===== src/rtl/mux_arbiter.sv =====
// Round-robin grant controller for a shared 2:1 enabled mux.
// Holds each grant up to HOLD cycles and registers the selected word onto Y.
module mux_arbiter #(
  parameter int unsigned WIDTH = 4,
  parameter int unsigned HOLD  = 2
) (
  input  logic             clk,
  input  logic             rst,
  input  logic             req0,
  input  logic             req1,
  input  logic [WIDTH-1:0] D0,
  input  logic [WIDTH-1:0] D1,
  output logic             en,
  output logic             sel,
  output logic             gnt0,
  output logic             gnt1,
  output logic [WIDTH-1:0] Y,
  output logic             valid
);

  localparam int unsigned CW = 4;

  typedef enum logic {
    IDLE = 1'b0,
    BUSY = 1'b1
  } state_e;

  state_e           state_q, state_d;
  logic             en_q, en_d;
  logic             sel_q, sel_d;
  logic             gnt0_q, gnt0_d;
  logic             gnt1_q, gnt1_d;
  logic [WIDTH-1:0] y_q, y_d;
  logic             valid_q, valid_d;
  logic [CW-1:0]    cnt_q, cnt_d;
  logic             last_q, last_d;

  logic             decide;
  logic             req_cur;
  logic             pick_valid;
  logic             pick;

  // State and output registers
  always_ff @(posedge clk or posedge rst) begin
    if (rst) begin
      state_q <= IDLE;
      en_q    <= 1'b0;
      sel_q   <= 1'b0;
      gnt0_q  <= 1'b0;
      gnt1_q  <= 1'b0;
      y_q     <= '0;
      valid_q <= 1'b0;
      cnt_q   <= '0;
      last_q  <= 1'b1;
    end else begin
      state_q <= state_d;
      en_q    <= en_d;
      sel_q   <= sel_d;
      gnt0_q  <= gnt0_d;
      gnt1_q  <= gnt1_d;
      y_q     <= y_d;
      valid_q <= valid_d;
      cnt_q   <= cnt_d;
      last_q  <= last_d;
    end
  end

  // Arbitration, hold counting and datapath next-state
  always_comb begin
    state_d    = state_q;
    en_d       = en_q;
    sel_d      = sel_q;
    cnt_d      = cnt_q;
    last_d     = last_q;
    decide     = 1'b0;
    req_cur    = sel_q ? req1 : req0;
    pick_valid = req0 | req1;
    // On a tie the requester not served last wins; otherwise the lone requester
    pick       = (req0 & req1) ? ~last_q : req1;

    case (state_q)
      IDLE: decide = 1'b1;
      BUSY: begin
        if ((cnt_q == '0) || !req_cur) begin
          decide = 1'b1;
        end else begin
          cnt_d = cnt_q - CW'(1);
        end
      end
      default: decide = 1'b1;
    endcase

    if (decide) begin
      if (pick_valid) begin
        state_d = BUSY;
        en_d    = 1'b1;
        sel_d   = pick;
        cnt_d   = CW'(HOLD - 1);
        last_d  = pick;
      end else begin
        state_d = IDLE;
        en_d    = 1'b0;
      end
    end

    gnt0_d  = en_d & ~sel_d;
    gnt1_d  = en_d & sel_d;
    // Data follows the registered controls, zero when the mux is disabled
    y_d     = en_q ? (sel_q ? D1 : D0) : '0;
    valid_d = en_q;
  end

  assign en    = en_q;
  assign sel   = sel_q;
  assign gnt0  = gnt0_q;
  assign gnt1  = gnt1_q;
  assign Y     = y_q;
  assign valid = valid_q;

endmodule


===== config.mk =====
export PLATFORM = sky130hd
export DESIGN_NAME = mux_arbiter
export DESIGN_NICKNAME = d
export VERILOG_FILES = /design/src/rtl/mux_arbiter.sv
export SDC_FILE = /design/constraint.sdc
export NUM_CORES = 1
export LEC_CHECK = 0
export ABC_AREA = 1
export BUFFER_PORTS_ARGS = -buffer_cell sky130_fd_sc_hd__buf_2
export CAP_MARGIN = 5
export CORE_MARGIN = 8
export CORE_UTILIZATION = 50
export CTS_CLUSTER_DIAMETER = 30
export DETAILED_ROUTE_END_ITERATION = 12
export GPL_TIMING_DRIVEN = 1
export PLACE_DENSITY = 0.79
export SYNTH_ARGS = -nofsm -noshare
export SYNTH_HDL_FRONTEND = slang
export SYNTH_SLANG_ARGS = --single-unit

===== constraint.sdc =====
create_clock -name clk -period 3.7 [get_ports clk]
set_input_delay 0.185 -clock clk [delete_from_list [all_inputs] [get_ports clk]]
set_output_delay 0.185 -clock clk [all_outputs]
set_load 0.02 [all_outputs]

# Word-level counts from Yosys, hierarchy flattened
# Cells that the tools add are included.
# classes
reduce_logical	4
bitwise_logic	7
mux	14
addsub	1
# op_table
op	count
4-bit two-way mux	6
1-bit two-way mux	7
4-bit logical NOT	1
4-bit by 1-bit subtractor with 4-bit output, second input constant	1
1-bit AND	3
1-bit NOT	3
1-bit case mux with 2 select lines	1
2-bit AND reduction	1
1-bit logical NOT	1
1-bit logical OR	1
1-bit bitwise OR	1
# word_totals
wordCells	35
register_bits	15
out_inout_bits	9

# Logic depth before layout (Yosys ltp)
# logic_depth
word_depth	8
depth_mapped	8
mapped_depth_nobuf	8

# Worst setup path after synthesis
# No wires, ideal clock.
# synth_timing
kind	flip-flop to flip-flop
start	register sel_q (netlist: sel)
end	register gnt1_q (netlist: gnt1)
stages_incl_launch_ff	9
arrival_ns	1.085
slack_ns	2.502
n_path_buf	0
required_time_ns	3.587
period_less_slack_ns	1.198
path_cell_list	dfrtp_1 -> inv_2 -> nand2_2 -> nand2_4 -> nand3_4 -> nand2_2 -> nand2_2 -> nand2_1 -> inv_1
# synth_via
elab_chain_len	7
word_cells_on_any_way	9
classes_between	mux: 6; bitwise: 1; reduce/logical: 2
# synth_rtl
item	line	rtl
start: declaration	30	logic sel_q, sel_d;
start signal: assignment	58	sel_q <= sel_d;
1-bit two-way mux	76	req_cur = sel_q ? req1 : req0;
1-bit logical NOT	84	if ((cnt_q == '0) || !req_cur) begin
1-bit logical OR	84	
1-bit two-way mux	84	
1-bit case mux with 2 select lines	81	case (state_q)
1-bit two-way mux	93	if (decide) begin
net en_d	29	logic en_q, en_d;
1-bit AND	107	gnt1_d = en_d & sel_d;
net gnt1_d	32	logic gnt1_q, gnt1_d;
end signal: assignment	60	gnt1_q <= gnt1_d;
end: declaration	32	
# The timed path passes the listed nets, and every way through them passes these cells.
# A chain may end at the register's enable or synchronous reset.

# Final worst setup path
# layout_timing
start	register cnt_q[0]
end	register gnt1_q (netlist: gnt1)
# layout_via
elab_chain_len	6
word_cells_on_any_way	7
classes_between	mux: 4; bitwise: 1; reduce/logical: 2
# layout_rtl
item	line	rtl
start: declaration	35	logic [CW-1:0] cnt_q, cnt_d;
start signal: assignment	63	cnt_q <= cnt_d;
4-bit logical NOT	84	
1-bit logical OR	84	
1-bit two-way mux	84	
1-bit case mux with 2 select lines	81	
1-bit two-way mux	93	
net en_d	29	
1-bit AND	107	
net gnt1_d	32	
# The timed path passes the listed nets, and every way through them passes these cells.

==> impl_summary.md <==
Outcome
The flow ran to the end, and the final reports show no timing, DRC or antenna violations.

Synth
The total of flip-flops plus latches after synthesis is 15. The number of nets handed over by synthesis was 80. The sequential-to-total area share from yosys stat is 0.577. After synthesis the cells add up to 653 um2. The mean instance size in the synthesized netlist is 9.75 um2. Yosys printed 0 warnings.

After synthesis, the largest family of logic cells by area is simple AND/OR/NAND/NOR gates. Of the total synthesized cell area, the portion taken by XOR and XNOR cells is 0.0134. Synthesis produced 67 cells. The multiplexer area fraction after synthesis is 0.

The post-synthesis simple-gate area fraction is 0.264. The share of the synthesized area in compound gates (AO/OA/AOI/OAI) came to 0.0805. The fraction of the mapped netlist area in adder cells is 0.0192. After synthesis, the netlist uses 19 different library cells.

Clock tree
The number of hold-repair buffers added at the cts stage is 1. The total setup buffers inserted after CTS is 0. After clock tree synthesis, the clock-pin slew on the worst setup and hold paths is 80 ps. CTS saw 15 sinks. The clock buffer count from CTS is 3. TritonCTS built the clock tree. The clock tree buffer depth is 2. Clock latency on the worst-skew pair, taken at its later pin, is 280 ps. In this run the number of H-tree levels came out at 1.

The number of gates resized after CTS was 0. The cell sitting at the root of the clock tree is a clkbuf_4.

STA
The post-route setup TNS is 0 ps. Derived from the worst setup path, the maximum achievable clock frequency is 761 MHz. After layout, the minimum clock period comes to 1310 ps. The post-route clock period utilization is 0.355. For the pin with the worst max-slew slack, the measured transition is 548 ps. Setup repair after global routing left no endpoint under its margin. The count of final hold-check violations came to 0.

In this run the tightest slew margin relative to its limit is 0.634. Across the routed clock network, the largest skew measured is 5.70 ps. Setup violations remaining at the end of the flow were counted as 0.

The max-slew violation count came to 0.

Global route
The initial antenna violation count is 0. The via count of the first global-routing pass came to 542. Across every metal layer, demand over resource in global routing totals 0.112.

The first-pass GRT wire length is 2260 um. The sum of overflow across all layers after global routing is 0. The pin count of the biggest net entering global routing is 16.

Placed design
The count of port buffers added during placement is 20. The HPWL after detailed placement is 1060 um. The final weighted congestion in routability-driven placement is 0.846. Including well taps, the total number of placed cells is 102.

Setup path
The worst setup path is captured at a flip-flop. The source of the critical timing path is cnt_q[0]. Data arrives at the worst endpoint at 1490 ps.

STA classifies the critical path startpoint as a flip-flop. In this run the critical register-to-register path is launched from cnt_q[0]. At the worst endpoint, the required time is 3870 ps.

Along the worst path, the maximum fanout reaches 7. By startpoint and endpoint, the worst setup path is classified as reg -> reg. The depth of the worst register-to-register path is 8.

Detailed routing
Detailed routing inserted a total of 553 vias. In the routed design, unresolved DRC markers number 0. The residual antenna-violating net count after detailed routing is 0. Dividing the detail-routed wire length by the instance count gives 13.3 um.

For this run, the detailed router's first-pass iteration total came to 7. The number of design-rule violations left by the first detailed-router iteration is 9. Using the TritonRoute via totals, the vias-per-cell ratio works out to 5.17. The total wire length is 1420 um.

Floorplanning
The floorplan core area is 1250 um2. 21 I/O pins were placed. The height of the die is 52.1 um.

The cell row count is 13. The chip width is 52.1 um. The die covers 2720 um2. For this configuration, the core starts out at a cell density of 0.521.

Cells and area
The signed area change from the synthesized netlist to the final layout is 23.8%. The count of inserted antenna diode cells is 0. In the final layout, the share of cells above drive strength 1 is 0.380. The final net count is 106. The count of non-filler cells in the finished layout is 107.

Hold path
The worst hold path passes through 3 cells. The startpoint of the worst hold path is D1[2]. The class of the tightest hold or removal check is in -> reg.

Pwr
The power per unit of standard cell area is 888 nW/um2. Across the VDD grid, the largest voltage drop is 0.355 mV. For this design the static power due to leakage is 0.000412 uW.

Job
Across the run, the number of max-cap violations was 0.
report_power, final:
| group | switching [uW] | total, uW | internal, uW | leakage [uW] |
|---|---|---|---|---|
| Sequential | 53.8 | 294 | 241 | 0.000181 |
| Combinational | 216 | 334 | 117 | 0.000217 |
| Clock | 48.0 | 89.8 | 41.8 | 0.0000150 |
cells by family after synthesis:
kind of cell,after synthesis
and+or+nand+nor,32
DFF,15
AOI/OAI and AO/OA,10
buffers and inverters,8
xor gates and xnor gates,1
adders and majority gates,1
placed cells by master, fill, tap and decap left out, types with 3 or more instances in the layout:
cell,netlist,layout
buf_2,0,20
dfrtp_1,14,14
nor2_1,10,10
nand2_1,7,7
inv_1,6,6
nand2_2,6,6
o21ai_0,5,5
nand4_1,3,3
o21ai_1,3,3
clkbuf_4,0,3
Yosys cell counts, drive strengths merged:
| cell | count | area share |
|---|---|---|
| nand3 | 2 | 0.034 |
| nand3b | 1 | 0.011 |
| inv | 8 | 0.046 |
| o21ai | 8 | 0.061 |
| xnor2 | 1 | 0.013 |
| nor2 | 11 | 0.067 |
| nand4 | 3 | 0.029 |
| dfstp | 1 | 0.040 |
| nand2 | 14 | 0.11 |
| ha | 1 | 0.019 |
| dfrtp | 14 | 0.54 |
| nor3 | 1 | 0.0077 |
| o22ai | 2 | 0.019 |
final cells by class:
type | count | area (um2)
Clock buffer | 4 | 26.3
Fill cell | 104 | 444
Inverter | 8 | 30.0
Multi-Input combinational cell | 44 | 246
Sequential cell | 15 | 377
Tap cell | 15 | 18.8
Timing Repair Buffer | 21 | 110
state kept, by name, indices dropped and copies added (netlist names):
register  cells
Y             4
cnt_q         4
en            1
gnt0          1
gnt1          1
last_q        1
sel           1
state_q       1
valid         1
stage by stage:
step / util / hold WS (ps) / setup slack [ps] / instance area, um2 / total power (uW)
CTS: 0.645 / 147 / 2390 / 808 / 725
finish: 0.645 / 143 / 2390 / 808 / 718
global route: 0.645 / 142 / 2300 / 808 / 774
detailed placement: 0.616 / 260 / 2420 / 772 / 630
global placement: 0.616 / 253 / 2480 / 772 / 619
floorplan: - / 85.8 / 2500 / 653 / 528
worst max-delay path, stage by stage (launching register included):
cell     delay, ps
dfrtp_1        390
inv_1           60
ha_1           220
nand2_2        130
nand3_4        120
nand2_2        120
nand2_2         60
nand2_1         70
inv_1           40
routing by layer:
| layer | GRT usage | share of wire |
|---|---|---|
| met2 | 0.184 | 0.44 |
| met4 | 0.0776 | 0.023 |
| met3 | 0.0570 | 0.15 |
| met1 | 0.107 | 0.39 |
| met5 | 0 | 0 |
path summary, 6_finish.rpt:
check	slack, ps	endpoint
worst min register to register	520	last_q
min in group asynchronous	480	sel
max in group asynchronous	2850	last_q
worst max register to register	2390	gnt1
worst min-delay path	140	Y[2]
worst max-delay path	2390	gnt1
(Power assumes the default switching activity.)
